`src/rtl/stopwatch_pkg.sv`:
```
`default_nettype none
// ---------------------------------------------------------------------------
// Module : stopwatch_pkg
// Brief  : Shared widths, digit map, FSM encoding and 7-segment patterns
//          for the stopwatch display path.
// Rev    : 1.0  initial release
// ---------------------------------------------------------------------------
package stopwatch_pkg;

    localparam int HOURS_W      = 4;
    localparam int MIN_W        = 6;
    localparam int SEC_W        = 6;
    localparam int MS_W         = 10;
    localparam int CVT_W        = 10;
    localparam int SHIFT_CYCLES = 10;

    // Digit positions, 7 = leftmost
    localparam logic [2:0] DIG_MS_T  = 3'd0;
    localparam logic [2:0] DIG_MS_H  = 3'd1;
    localparam logic [2:0] DIG_SEC_U = 3'd2;
    localparam logic [2:0] DIG_SEC_T = 3'd3;
    localparam logic [2:0] DIG_MIN_U = 3'd4;
    localparam logic [2:0] DIG_MIN_T = 3'd5;
    localparam logic [2:0] DIG_HR_U  = 3'd6;
    localparam logic [2:0] DIG_HR_T  = 3'd7;

    localparam logic [1:0] FLD_HOURS = 2'd0;
    localparam logic [1:0] FLD_MIN   = 2'd1;
    localparam logic [1:0] FLD_SEC   = 2'd2;
    localparam logic [1:0] FLD_MS    = 2'd3;

    typedef enum logic [2:0] {
        ST_IDLE   = 3'd0,
        ST_LOAD   = 3'd1,
        ST_SHIFT  = 3'd2,
        ST_STORE  = 3'd3,
        ST_COMMIT = 3'd4
    } state_e;

    // Active-low gfedcba
    localparam logic [6:0] SEG_0     = 7'b1000000;
    localparam logic [6:0] SEG_1     = 7'b1111001;
    localparam logic [6:0] SEG_2     = 7'b0100100;
    localparam logic [6:0] SEG_3     = 7'b0110000;
    localparam logic [6:0] SEG_4     = 7'b0011001;
    localparam logic [6:0] SEG_5     = 7'b0010010;
    localparam logic [6:0] SEG_6     = 7'b0000010;
    localparam logic [6:0] SEG_7     = 7'b1111000;
    localparam logic [6:0] SEG_8     = 7'b0000000;
    localparam logic [6:0] SEG_9     = 7'b0010000;
    localparam logic [6:0] SEG_BLANK = 7'b1111111;

    function automatic logic [6:0] seg_encode(input logic [3:0] digit);
        logic [6:0] pat;
        case (digit)
            4'd0:    pat = SEG_0;
            4'd1:    pat = SEG_1;
            4'd2:    pat = SEG_2;
            4'd3:    pat = SEG_3;
            4'd4:    pat = SEG_4;
            4'd5:    pat = SEG_5;
            4'd6:    pat = SEG_6;
            4'd7:    pat = SEG_7;
            4'd8:    pat = SEG_8;
            4'd9:    pat = SEG_9;
            default: pat = SEG_BLANK;
        endcase
        return pat;
    endfunction

endpackage
`default_nettype wire

```
`src/rtl/bin2bcd_seq.sv`:
```
`default_nettype none
// ---------------------------------------------------------------------------
// Module : bin2bcd_seq
// Brief  : 10-bit iterative double-dabble, one bit per clock after start.
// Rev    : 1.0  initial release
// ---------------------------------------------------------------------------
module bin2bcd_seq
    import stopwatch_pkg::*;
(
    input  logic        clk,
    input  logic        reset,
    input  logic        start,
    input  logic [9:0]  bin,
    output logic        busy,
    output logic        done,
    output logic [11:0] bcd
);

    logic [9:0]  r_bin;
    logic [11:0] r_bcd;
    logic [3:0]  r_step;
    logic        r_busy;
    logic        r_done;
    logic [10:0] w_adj;

    // Top nibble is left unadjusted so it carries floor(bin/100) in binary (0..10)
    always_comb begin
        w_adj = r_bcd[10:0];
        if (r_bcd[3:0] >= 4'd5) w_adj[3:0] = r_bcd[3:0] + 4'd3;
        if (r_bcd[7:4] >= 4'd5) w_adj[7:4] = r_bcd[7:4] + 4'd3;
    end

    always_ff @(posedge clk) begin
        if (reset) begin
            r_bin  <= '0;
            r_bcd  <= '0;
            r_step <= '0;
            r_busy <= 1'b0;
            r_done <= 1'b0;
        end else begin
            r_done <= 1'b0;
            if (start) begin
                r_bin  <= bin;
                r_bcd  <= '0;
                r_step <= '0;
                r_busy <= 1'b1;
            end else if (r_busy) begin
                r_bcd  <= {w_adj, r_bin[9]};
                r_bin  <= {r_bin[8:0], 1'b0};
                r_step <= r_step + 4'd1;
                if (r_step == 4'(SHIFT_CYCLES - 1)) begin
                    r_busy <= 1'b0;
                    r_done <= 1'b1;
                end
            end
        end
    end

    assign busy = r_busy;
    assign done = r_done;
    assign bcd  = r_bcd;

endmodule
`default_nettype wire

```
`src/rtl/stopwatch_display.sv`:
```
`default_nettype none
// ---------------------------------------------------------------------------
// Module : stopwatch_display
// Brief  : Snapshots the time bus, converts each field to BCD through one
//          shared converter and scans HH.MM.SS.cc on 8 common-anode digits.
// Rev    : 1.0  initial release
// ---------------------------------------------------------------------------
module stopwatch_display
    import stopwatch_pkg::*;
#(
    parameter int SCAN_DIV   = 50000,
    parameter int SAMPLE_DIV = 500000
) (
    input  logic               clk,
    input  logic               reset,
    input  logic [HOURS_W-1:0] hours,
    input  logic [MIN_W-1:0]   minutes,
    input  logic [SEC_W-1:0]   seconds,
    input  logic [MS_W-1:0]    milliseconds,
    input  logic               hold,
    output logic [7:0]         an,
    output logic [6:0]         seg,
    output logic               dp,
    output logic               busy,
    output logic               frame_done
);

    localparam int SAMPLE_W = $clog2(SAMPLE_DIV);
    localparam int SCAN_W   = $clog2(SCAN_DIV);

    logic [SAMPLE_W-1:0] r_sample_cnt;
    logic [SCAN_W-1:0]   r_scan_cnt;
    logic [2:0]          r_idx;
    state_e              r_state;
    state_e              w_state_nxt;
    logic [1:0]          r_field;
    logic [3:0]          r_shift_cnt;
    logic [HOURS_W-1:0]  r_snap_hours;
    logic [MIN_W-1:0]    r_snap_min;
    logic [SEC_W-1:0]    r_snap_sec;
    logic [MS_W-1:0]     r_snap_ms;
    logic [3:0]          r_stage [8];
    logic [3:0]          r_disp  [8];
    logic [7:0]          r_an;
    logic [6:0]          r_seg;
    logic                r_dp;
    logic                r_frame_done;

    logic                w_sample_tick;
    logic                w_take;
    logic                w_cvt_start;
    logic                w_cvt_busy;
    logic                w_cvt_done;
    logic [CVT_W-1:0]    w_cvt_bin;
    logic [11:0]         w_cvt_bcd;
    logic [3:0]          w_ms_hund;
    logic [7:0]          w_an_nxt;
    logic [6:0]          w_seg_nxt;
    logic                w_dp_nxt;
    logic                w_unused_cvt_busy;

    assign w_sample_tick     = (r_sample_cnt == SAMPLE_W'(SAMPLE_DIV - 1));
    assign w_take            = w_sample_tick && (r_state == ST_IDLE) && !hold;
    assign w_unused_cvt_busy = w_cvt_busy;

    always_ff @(posedge clk) begin
        if (reset) begin
            r_sample_cnt <= '0;
            r_scan_cnt   <= '0;
            r_idx        <= '0;
        end else begin
            r_sample_cnt <= w_sample_tick ? '0 : r_sample_cnt + SAMPLE_W'(1);
            if (r_scan_cnt == SCAN_W'(SCAN_DIV - 1)) begin
                r_scan_cnt <= '0;
                r_idx      <= r_idx + 3'd1;
            end else begin
                r_scan_cnt <= r_scan_cnt + SCAN_W'(1);
            end
        end
    end

    always_ff @(posedge clk) begin
        if (reset) r_state <= ST_IDLE;
        else       r_state <= w_state_nxt;
    end

    always_comb begin
        w_state_nxt = r_state;
        w_cvt_start = 1'b0;
        case (r_state)
            ST_IDLE:   if (w_take) w_state_nxt = ST_LOAD;
            ST_LOAD: begin
                w_cvt_start = 1'b1;
                w_state_nxt = ST_SHIFT;
            end
            ST_SHIFT:  if (r_shift_cnt == 4'(SHIFT_CYCLES - 1)) w_state_nxt = ST_STORE;
            ST_STORE:  w_state_nxt = (r_field == FLD_MS) ? ST_COMMIT : ST_LOAD;
            ST_COMMIT: w_state_nxt = ST_IDLE;
            default:   w_state_nxt = ST_IDLE;
        endcase
    end

    always_comb begin
        case (r_field)
            FLD_HOURS: w_cvt_bin = {{(CVT_W - HOURS_W){1'b0}}, r_snap_hours};
            FLD_MIN:   w_cvt_bin = {{(CVT_W - MIN_W){1'b0}}, r_snap_min};
            FLD_SEC:   w_cvt_bin = {{(CVT_W - SEC_W){1'b0}}, r_snap_sec};
            default:   w_cvt_bin = r_snap_ms;
        endcase
    end

    // 1000..1023 yields a hundreds nibble of 10; show it modulo 10
    assign w_ms_hund = (w_cvt_bcd[11:8] >= 4'd10) ? w_cvt_bcd[11:8] - 4'd10 : w_cvt_bcd[11:8];

    bin2bcd_seq u_bin2bcd (
        .clk   (clk),
        .reset (reset),
        .start (w_cvt_start),
        .bin   (w_cvt_bin),
        .busy  (w_cvt_busy),
        .done  (w_cvt_done),
        .bcd   (w_cvt_bcd)
    );

    // Digits accumulate in r_stage and move to r_disp together so a frame never tears
    always_ff @(posedge clk) begin
        if (reset) begin
            r_field      <= FLD_HOURS;
            r_shift_cnt  <= '0;
            r_snap_hours <= '0;
            r_snap_min   <= '0;
            r_snap_sec   <= '0;
            r_snap_ms    <= '0;
            r_frame_done <= 1'b0;
            for (int i = 0; i < 8; i++) begin
                r_stage[i] <= '0;
                r_disp[i]  <= '0;
            end
        end else begin
            r_frame_done <= (r_state == ST_COMMIT);
            if (w_take) begin
                r_snap_hours <= hours;
                r_snap_min   <= minutes;
                r_snap_sec   <= seconds;
                r_snap_ms    <= milliseconds;
                r_field      <= FLD_HOURS;
            end
            if (r_state == ST_LOAD)       r_shift_cnt <= '0;
            else if (r_state == ST_SHIFT) r_shift_cnt <= r_shift_cnt + 4'd1;
            if (r_state == ST_STORE) begin
                r_field <= r_field + 2'd1;
                if (w_cvt_done) begin
                    case (r_field)
                        FLD_HOURS: begin
                            r_stage[DIG_HR_T] <= w_cvt_bcd[7:4];
                            r_stage[DIG_HR_U] <= w_cvt_bcd[3:0];
                        end
                        FLD_MIN: begin
                            r_stage[DIG_MIN_T] <= w_cvt_bcd[7:4];
                            r_stage[DIG_MIN_U] <= w_cvt_bcd[3:0];
                        end
                        FLD_SEC: begin
                            r_stage[DIG_SEC_T] <= w_cvt_bcd[7:4];
                            r_stage[DIG_SEC_U] <= w_cvt_bcd[3:0];
                        end
                        default: begin
                            r_stage[DIG_MS_H] <= w_ms_hund;
                            r_stage[DIG_MS_T] <= w_cvt_bcd[7:4];
                        end
                    endcase
                end
            end
            if (r_state == ST_COMMIT) r_disp <= r_stage;
        end
    end

    always_comb begin
        w_an_nxt  = ~(8'b0000_0001 << r_idx);
        w_seg_nxt = seg_encode(r_disp[r_idx]);
        if (r_idx == DIG_HR_T && r_disp[DIG_HR_T] == 4'd0) w_seg_nxt = SEG_BLANK;
        w_dp_nxt  = !(r_idx == DIG_HR_U || r_idx == DIG_MIN_U || r_idx == DIG_SEC_U);
    end

    always_ff @(posedge clk) begin
        if (reset) begin
            r_an  <= 8'hFE;
            r_seg <= SEG_0;
            r_dp  <= 1'b1;
        end else begin
            r_an  <= w_an_nxt;
            r_seg <= w_seg_nxt;
            r_dp  <= w_dp_nxt;
        end
    end

    assign an         = r_an;
    assign seg        = r_seg;
    assign dp         = r_dp;
    assign busy       = (r_state != ST_IDLE);
    assign frame_done = r_frame_done;

endmodule
`default_nettype wire
```
`config.mk`:
```
export PLATFORM = sky130hd
export DESIGN_NAME = stopwatch_display
export DESIGN_NICKNAME = d
export VERILOG_FILES = /design/src/rtl/stopwatch_pkg.sv /design/src/rtl/bin2bcd_seq.sv /design/src/rtl/stopwatch_display.sv
export SDC_FILE = /design/constraint.sdc
export NUM_CORES = 1
export LEC_CHECK = 0
export CORE_ASPECT_RATIO = 1.5
export CORE_MARGIN = 4
export CORE_UTILIZATION = 56
export CTS_CLUSTER_SIZE = 25
export DETAILED_ROUTE_END_ITERATION = 16
export PLACE_DENSITY = 0.75
export SLEW_MARGIN = 20
export SYNTH_ARGS = -nofsm -noshare
export SYNTH_HDL_FRONTEND = slang
export SYNTH_SLANG_ARGS = --single-unit
```
`constraint.sdc`:
```
create_clock -name clk -period 2.6 [get_ports clk]
set_input_delay 0.39 -clock clk [delete_from_list [all_inputs] [get_ports clk]]
set_output_delay 0.39 -clock clk [all_outputs]
set_load 0.02 [all_outputs]
```
==> run_results.csv, run 1 <==
group,metric,value,unit
synth,synth_top_area_share,0.476,
min_path,hold_path.class,"in -> reg",
clock_tree,clockRootBuffer,"clkbuf_16",
setup_path,critical_path.cell_chain,"or3_1 -> clkdlybuf4s50_1",
timing,worst_pin_slew,0.676,ns
timing,setup_viol,0,
placement,hpwl,10.4,mm
synth,synth-edff-count,0,
synth,synth_cell_types,53,
status,status,"finished clean",
global_routing,grt.total_usage,0.208,
finish,drive_above_1_share,0.0749,
finish,antenna_cells,0,
route,wl_per_cell,14.1,µm
setup_path,cp.arrival,2.03,ns
route,firstDrtPassIters,6,
clock_tree,cts_made_buffers,17,
synth,async_flop_share,0,
synth,synth_top_flop_cell,"dfxtp_1",
placement,port_buffers,46,
placement,place_area,8240,µm²
timing,finalSetupTns,0,ns
global_routing,grt_pass1_vias,5481,
clock_tree,htreeDepth,4,
route,vias,5937,
global_routing,grt_max_degree,41,
synth,syn_area_per_cell,8.61,µm²
timing,hold_viol,0,
clock_tree,cts_tree,"done",
global_routing,overflow,0,
timing,timing.final.crit_share,0.933,
global_routing,grt_pass1_wl,26.0,mm
setup_path,worstPathMaxFanout,15,
route,wirelength,15.4,mm
placement,globalplace.congestion,0.878,
floorplanning,core-area,13500,µm²
setup_path,worstSetupPathType,"reg -> out",
synth,yosys_warnings,0,
synth,synth_seq_area_share,0.476,
setup_path,slowest_stage,"clkdlybuf4s50_1",
clock_tree,clk_latency,0.43,ns
power_and_ir_drop,max-vdd-ir-drop,0.391,mV
power_and_ir_drop,power_density,639,nW/µm²
clock_tree,cts_num_sinks,182,
power_and_ir_drop,p_leak,3.29,nW
global_routing,antenna_found_initial,0,
synth,synth-simple-area-share,0.208,
floorplanning,die_area,15600,µm²
clock_tree,post_cts_resized,0,
floorplanning,initial_utilization,0.568,
synth,synth_common_cells,"dfxtp_1, nand2_1, nor2_1",
synth,synth_top_area_cell,"dfxtp_1",
synth,ys_top_cells_by_area,"dfxtp_1, nand2_1, a21oi_1, nor2_1, ha_1",
timing,finalCriticalPeriod,2.42,ns
synth,synthAdderAreaFrac,0.0441,
job,cap_viol_max_count,0,
timing,clock.fmax,0.412,GHz
floorplanning,fp-row-count,52,
floorplanning,pin_count,47,
route,drc,0,
timing,slew_viol_final,0,
setup_path,end_kind,"output port",
synth,synth_mux_area_frac,0.0669,
clock_tree,hold_buffers,0,
setup_path,cp.required,2.21,ns
route,drtIter0Drc,337,
timing,slew_headroom,0.548,
timing,finClkSkew,0.0169,ns
synth,synth.most_common_cell,"dfxtp_1",
synth,syn-cell-area,7650,µm²
synth,synth_compound_area_frac,0.116,
synth,ys_ff_latch,182,
clock_tree,clockBufferDepth,2,
finish,fin_area,8830,µm²
clock_tree,path_clk_slew,0.07,ns
clock_tree,post_cts_buffers,0,
setup_path,start_kind,"flop",
floorplanning,die_h,151,µm
timing,grt_setup_unrepaired,"no",
floorplanning,die_x,103,µm
setup_path,slowest_delay,0.69,ns
finish,area_delta_synth_final,15.4,%
synth,yosys.area_share.xor_xnor,0.0458,
route,ant_nets,0,
route,vias_per_cell,5.41,
finish,layout.nets,978,
synth,synth_top_family_by_area,"simple AND/OR/NAND/NOR gates",
synth,netlist_instances,889,
synth,syn-num-nets,945,
==> layer usage <==
metal,track usage,up-vias,wire length (µm)
met2,0.360,78,8150
li1,-,3051,-
met3,0.0350,14,419
met1,0.257,2794,6640
met4,0.0693,0,210
met5,0,-,0
==> logic make-up (layout without fill, tap and decap cells) <==
| group | after synthesis | after routing |
|---|---|---|
| and+or+nand+nor | 365 | 365 |
| DFF | 182 | 182 |
| AOI/OAI and AO/OA | 155 | 155 |
| buffers and inverters | 79 | 125 |
| muxes | 41 | 41 |
| xor gates and xnor gates | 40 | 40 |
| adders and majority gates | 27 | 27 |
==> final cells by class <==
class | instances | area [µm²]
repair buffers | 66 | 608
fillers | 1111 | 4640
well taps | 162 | 203
clock inverters | 11 | 139
multi-input cells | 628 | 3690
flip-flops and latches | 182 | 3640
clock buffers | 21 | 450
inverters | 27 | 101
==> registers in the layout (all words and copies together) (netlist names), 7 cells and up <==
register and count:
r_disp 32, r_stage 32, r_sample_cnt 19, r_scan_cnt 16, u_bin2bcd.bcd 12, r_snap_ms 10
u_bin2bcd.r_bin 10, an 8, seg 7
==> power breakdown <==
part           switching (mW)  internal [mW]  total (mW)
registers              0.0342           2.81        2.85
clock network            1.10           1.47        2.56
logic                   0.129          0.107       0.236
==> worst paths after layout <==
check / end / cells past startpoint / slack [ns] / startpoint
worst max-delay path: busy / 2 / 0.18 / r_state[0]
worst min-delay path: r_stage[23] / 2 / 0.36 / reset
worst max register to register: r_field[1] / 7 / 0.34 / r_sample_cnt[0]
worst min register to register: r_disp[25] / 2 / 0.45 / r_stage[25]
==> through the flow <==
step	setup slack, ns	util	hold slack (ns)	total power [mW]	std cells
2_1_floorplan	0.382	-	0.426	3.06	889
3_3_place_gp	0.377	0.612	0.436	3.14	1065
3_5_place_dp	0.344	0.612	0.443	3.15	1065
4_1_cts	0.178	0.656	0.351	5.69	1097
5_1_grt	0.104	0.656	0.371	5.84	1097
6_report	0.175	0.656	0.364	5.64	1097
==> placed cells by master (no fill, tap or decap), types with 5 or more instances in the layout <==
| cell | n |
|---|---|
| nand4_1 | 8 |
| nand3_1 | 23 |
| nor2b_1 | 7 |
| xnor2_1 | 21 |
| ha_1 | 27 |
| nor2_1 | 122 |
| a31oi_1 | 5 |
| a21oi_1 | 99 |
| clkbuf_16 | 17 |
| inv_1 | 26 |
| or2_2 | 5 |
| nor4_1 | 5 |
| clkdlybuf4s50_1 | 45 |
| xor2_1 | 19 |
| mux2i_1 | 32 |
| nor3_1 | 6 |
| mux4_2 | 8 |
| dfxtp_1 | 182 |
| o21ai_0 | 19 |
| buf_4 | 21 |
| a211oi_1 | 12 |
| nand2b_1 | 6 |
| nand2_1 | 160 |
==> critical path, delay by kind of cell (launching register included) <==
| family | cells | cell delay, ns |
|---|---|---|
| flip-flops | 1 | 0.62 |
| buffers and inverters | 1 | 0.69 |
| AND/OR/NAND/NOR | 1 | 0.30 |
(Power assumes the default switching activity.)
==> run 2: changes to the inputs <==
Settings changed: CORE_UTILIZATION 56 to 54, PLACE_DENSITY 0.75 to 0.73.
==> run 2 against run 1 <==
  * Final cell count rose by 0.27%
  * Register-to-register slack got worse by 0.10 ns
  * Largest cell class unchanged
  * Critical endpoint unchanged
  * Maximum frequency fell by 0.28%
  * Critical path depth did not move
  * Design area rose by 0.50%
  * Sequential share of layout area fell by 0.20 points
  * Core utilization fell by 1.8 points
==> run_results.csv, run 2 (synthesis results as in run 1) <==
group,metric,value,unit
timing,setup_viol,0,
floorplanning,die_area,16200,µm²
route,drtIter0Drc,292,
min_path,min_from,"r_snap_ms[0]",
floorplanning,core-area,13900,µm²
timing,finalSetupTns,0,ns
global_routing,antenna_found_initial,0,
power_and_ir_drop,max-vdd-ir-drop,0.413,mV
finish,drive_above_1_share,0.0781,
clock_tree,post_cts_buffers,0,
setup_path,slowest_delay,0.69,ns
setup_path,cp.arrival,2.04,ns
power_and_ir_drop,p_leak,3.30,nW
setup_path,worstSetupPathType,"reg -> out",
setup_path,slowest_stage,"clkdlybuf4s50_1",
status,status,"finished clean",
setup_path,cp.required,2.21,ns
finish,layout.nets,978,
clock_tree,path_clk_slew,0.07,ns
setup_path,r2r_end,"seg[6]",
placement,globalplace.congestion,0.794,
route,firstDrtPassIters,9,
placement,dp.cells,1068,
global_routing,grt_pass1_wl,26.6,mm
clock_tree,post_cts_resized,0,
finish,n_fill_cell,1215,
timing,finClkSkew,0.00778,ns
setup_path,start_kind,"flop",
timing,hold_viol,0,
power_and_ir_drop,power_density,653,nW/µm²
setup_path,critical_path.cell_chain,"or3_1 -> clkdlybuf4s50_1",
clock_tree,cts_tree,"done",
floorplanning,die_x,105,µm
floorplanning,die_h,154,µm
clock_tree,cts_made_buffers,17,
route,vias,5988,
finish,instances_no_fill,1100,
setup_path,end_kind,"output port",
global_routing,overflow,0,
route,ant_nets,0,
route,vias_per_cell,5.44,
floorplanning,pin_count,47,
global_routing,grt_pass1_vias,5687,
floorplanning,fp-row-count,53,
clock_tree,clk_latency,0.43,ns
power_and_ir_drop,p_sw,1.27,mW
timing,clock.fmax,0.411,GHz
placement,hpwl,10.7,mm
route,drc,0,
timing,timing.final.crit_share,0.935,
route,wl_per_cell,14.3,µm
min_path,hold_end,"r_snap_ms[0]",
finish,reg.largest.list,"r_disp: 32 flops, r_stage: 32 flops, r_sample_cnt: 19 flops",
power_and_ir_drop,swShare,0.218,
setup_path,worstPathMaxFanout,15,
finish,most-common-layout-cells,"dfxtp_1, nand2_1, nor2_1",
clock_tree,clockBufferDepth,2,
setup_path,rr_worst_depth,7,
timing,finalCriticalPeriod,2.43,ns
finish,area_delta_synth_final,16.0,%
route,wirelength,15.7,mm
setup_path,timing.rr.start,"r_idx[0]",
power_and_ir_drop,pwr-share-clk,0.468,
timing,slew_headroom,0.558,
finish,antenna_cells,0,
timing,worst_pin_slew,0.661,ns
power_and_ir_drop,combPwrFrac,0.040,
clock_tree,cts_num_sinks,182,
placement,port_buffers,46,
timing,slew_viol_final,0,
global_routing,grt_max_degree,62,
setup_path,r2r_slack,0.24,ns
timing,grt_setup_unrepaired,"no",
finish,final_common_cell,"dfxtp_1",
power_and_ir_drop,seq_power_share,0.492,
job,cap_viol_max_count,0,
min_path,min_path_cells,2,
clock_tree,htreeDepth,4,
power_and_ir_drop,internal_power,4.53,mW
global_routing,grt.total_usage,0.201,
floorplanning,initial_utilization,0.550,
clock_tree,hold_buffers,0,
min_path,hold_path.class,"reg -> reg",
clock_tree,clockRootBuffer,"clkbuf_16",
[run 2: power by group through the flow]
stage | combinational [mW] | clock (mW) | sequential (mW)
floorplan | 0.162 | 0 | 2.89
global placement | 0.227 | 0 | 2.91
detailed placement | 0.231 | 0 | 2.92
CTS | 0.233 | 2.77 | 2.85
global route | 0.256 | 2.87 | 2.86
finish | 0.230 | 2.72 | 2.85
[run 2: final cells by class]
| cell class | count | area (µm²) | share of cell area |
|---|---|---|---|
| sequential | 182 | 3640 | 0.411 |
| clock buffer | 17 | 425 | 0.0479 |
| clock inverter | 15 | 204 | 0.0230 |
| multi-input combinational | 628 | 3690 | 0.415 |
| inverter | 27 | 101 | 0.0114 |
| timing repair buffer | 66 | 608 | 0.0685 |
| tap | 165 | 206 | 0.0233 |
[run 2: metrics by stage]
| step | hold slack, ns | total power [mW] | worst slack [ns] | util | area, µm² |
|---|---|---|---|---|---|
| 5_1_grt | 0.468 | 5.99 | 0.0405 | 0.637 | 8870 |
| 4_1_cts | 0.453 | 5.85 | 0.156 | 0.637 | 8870 |
| 3_5_place_dp | 0.444 | 3.15 | 0.269 | 0.592 | 8250 |
| 2_1_floorplan | 0.426 | 3.06 | 0.382 | - | 7650 |
| 3_3_place_gp | 0.436 | 3.14 | 0.345 | 0.592 | 8240 |
| 6_report | 0.453 | 5.80 | 0.169 | 0.637 | 8870 |
[run 2: routing by layer]
layer,up-vias,share of wire,GRT usage
met4,0,0.013,0.0632
met5,-,0,0
met1,2854,0.42,0.235
met2,76,0.53,0.362
li1,3042,-,-
met3,16,0.028,0.0475
[run 2: how the worst max path moves through the flow]
stage / from / end / cells after the start
final: r_state[0] / busy / 2
after global routing: r_state[1] / busy / 2
after CTS: r_state[0] / busy / 2
after detailed placement: r_idx[0] / seg[6] / 7
after global placement: r_idx[0] / seg[6] / 7
after floorplan: r_idx[0] / seg[6] / 8
[run 2: worst max-delay path: cells and delay by family (launching register included)]
family                 cells  cell delay, ns
buffers and inverters      1            0.69
DFF                        1            0.62
and+or+nand+nor            1            0.31
==> run 3: changes to the inputs <==
Settings changed: CORE_UTILIZATION 54 to 55, HOLD_SLACK_MARGIN set to 0.08, PLACE_DENSITY 0.73 to 0.74.
==> run 3 against run 2 <==
  * Critical path depth unchanged
  * Combinational power increased by 2%
  * Routed wire length decreased by 3.8%
  * Register-to-register slack better by 0.07 ns
  * Sequential share of layout area is 0.32 points higher
  * Final cell count is 0.36% lower
  * Clock skew is 0.0019 ns higher
  * Die area fell by 1.7%
  * Largest power group unchanged
==> run_results.csv, run 3 (synthesis results as in run 1) <==
group,metric,value,unit
status,status,"finished clean",
global_routing,grt_max_degree,53,
timing,finalSetupTns,0,ns
finish,layout.nets,977,
setup_path,rr_worst_depth,7,
power_and_ir_drop,max-vdd-ir-drop,0.432,mV
setup_path,timing.rr.start,"r_sample_cnt[0]",
finish,antenna_cells,0,
finish,drive_above_1_share,0.0771,
min_path,min_from,"reset",
power_and_ir_drop,p_leak,3.28,nW
setup_path,r2r_end,"r_field[1]",
route,wl_per_cell,13.8,µm
floorplanning,initial_utilization,0.563,
finish,final_common_cell,"dfxtp_1",
route,firstDrtPassIters,4,
timing,finClkSkew,0.00964,ns
timing,worst_pin_slew,0.657,ns
clock_tree,post_cts_resized,0,
floorplanning,core-area,13600,µm²
placement,dp.cells,1064,
clock_tree,clk_latency,0.43,ns
floorplanning,die_h,152,µm
global_routing,overflow,0,
global_routing,grt_pass1_vias,5680,
placement,hpwl,10.4,mm
min_path,min_path_cells,2,
min_path,hold_end,"u_bin2bcd.busy",
route,drc,0,
job,cap_viol_max_count,0,
route,vias,5928,
setup_path,worstPathMaxFanout,15,
route,wirelength,15.1,mm
route,drtIter0Drc,414,
timing,hold_viol,0,
floorplanning,pin_count,47,
route,vias_per_cell,5.41,
timing,slew_headroom,0.562,
floorplanning,fp-row-count,52,
power_and_ir_drop,power_density,631,nW/µm²
clock_tree,path_clk_slew,0.07,ns
clock_tree,hold_buffers,0,
min_path,hold_path.class,"in -> reg",
timing,finalCriticalPeriod,2.42,ns
floorplanning,die_area,15900,µm²
clock_tree,clockBufferDepth,2,
clock_tree,htreeDepth,4,
finish,area_delta_synth_final,15.1,%
global_routing,grt_pass1_wl,26.1,mm
setup_path,r2r_slack,0.31,ns
global_routing,grt.total_usage,0.198,
timing,clock.fmax,0.414,GHz
clock_tree,cts_tree,"done",
placement,port_buffers,46,
setup_path,start_kind,"flop",
clock_tree,clockRootBuffer,"clkbuf_16",
clock_tree,post_cts_buffers,0,
timing,timing.final.crit_share,0.929,
setup_path,cp.required,2.21,ns
timing,grt_setup_unrepaired,"no",
clock_tree,cts_num_sinks,182,
finish,most-common-layout-cells,"dfxtp_1, nand2_1, nor2_1",
clock_tree,cts_made_buffers,17,
floorplanning,die_x,104,µm
timing,setup_viol,0,
finish,instances_no_fill,1096,
setup_path,worstSetupPathType,"reg -> out",
setup_path,end_kind,"output port",
global_routing,antenna_found_initial,0,
timing,slew_viol_final,0,
placement,globalplace.congestion,0.814,
setup_path,cp.arrival,2.03,ns
route,ant_nets,0,
finish,reg.largest.list,"r_disp: 32 flops, r_stage: 32 flops, r_sample_cnt: 19 flops",
run 3: changes by cell type in the layout (fill, tap and decap cells not counted):
cell / before / now
buf_4: 21 / 20
bufinv_16: 4 / 1
clkinv_2: 2 / 1
clkinv_4: 1 / 6
clkinvlp_4: 6 / 2
inv_6: 1 / 5
inv_8: 1 / 0
run 3: worst max-delay path: stages, from the launching register on:
cell	delay, ns
dfxtp_1	0.61
or3_1	0.31
clkdlybuf4s50_1	0.68
run 3: how the worst max path moves through the flow:
stage,end,start,depth (start not counted)
after floorplan,seg[6],r_idx[0],8
after global placement,r_field[1],r_sample_cnt[6],6
after detailed placement,r_field[1],r_sample_cnt[0],7
after CTS,busy,r_state[0],2
after global routing,busy,r_state[0],2
final,busy,r_state[0],2
run 3: routing by layer:
layer,up-vias,wire length (µm),GRT usage
li1,3054,-,-
met1,2781,6640,0.236
met2,78,7760,0.348
met3,15,503,0.0492
met4,0,243,0.0646
met5,-,0,0
run 3: cell type report:
type / instances / area, µm²
clock buffer: 17 / 425
clock inverter: 15 / 146
fill: 1135 / 4790
inverter: 27 / 101
multi-input combinational: 628 / 3690
sequential: 182 / 3640
tap: 162 / 203
timing repair buffer: 65 / 601
run 3: through the flow:
stage | hold WS [ns] | power [mW] | worst slack [ns] | area (µm²) | util
floorplan | 0.426 | 3.06 | 0.382 | 7650 | -
global placement | 0.435 | 3.14 | 0.371 | 8230 | 0.605
detailed placement | 0.442 | 3.14 | 0.312 | 8230 | 0.606
CTS | 0.412 | 5.60 | 0.171 | 8810 | 0.648
global route | 0.439 | 5.77 | 0.0788 | 8810 | 0.648
finish | 0.418 | 5.56 | 0.184 | 8810 | 0.648
run 3: where the power goes:
part | total (mW) | leakage [nW] | internal [mW] | switching, mW
sequential | 2.85 | 1.47 | 2.81 | 0.0348
combinational | 0.234 | 1.54 | 0.106 | 0.128
clock | 2.48 | 0.275 | 1.34 | 1.14
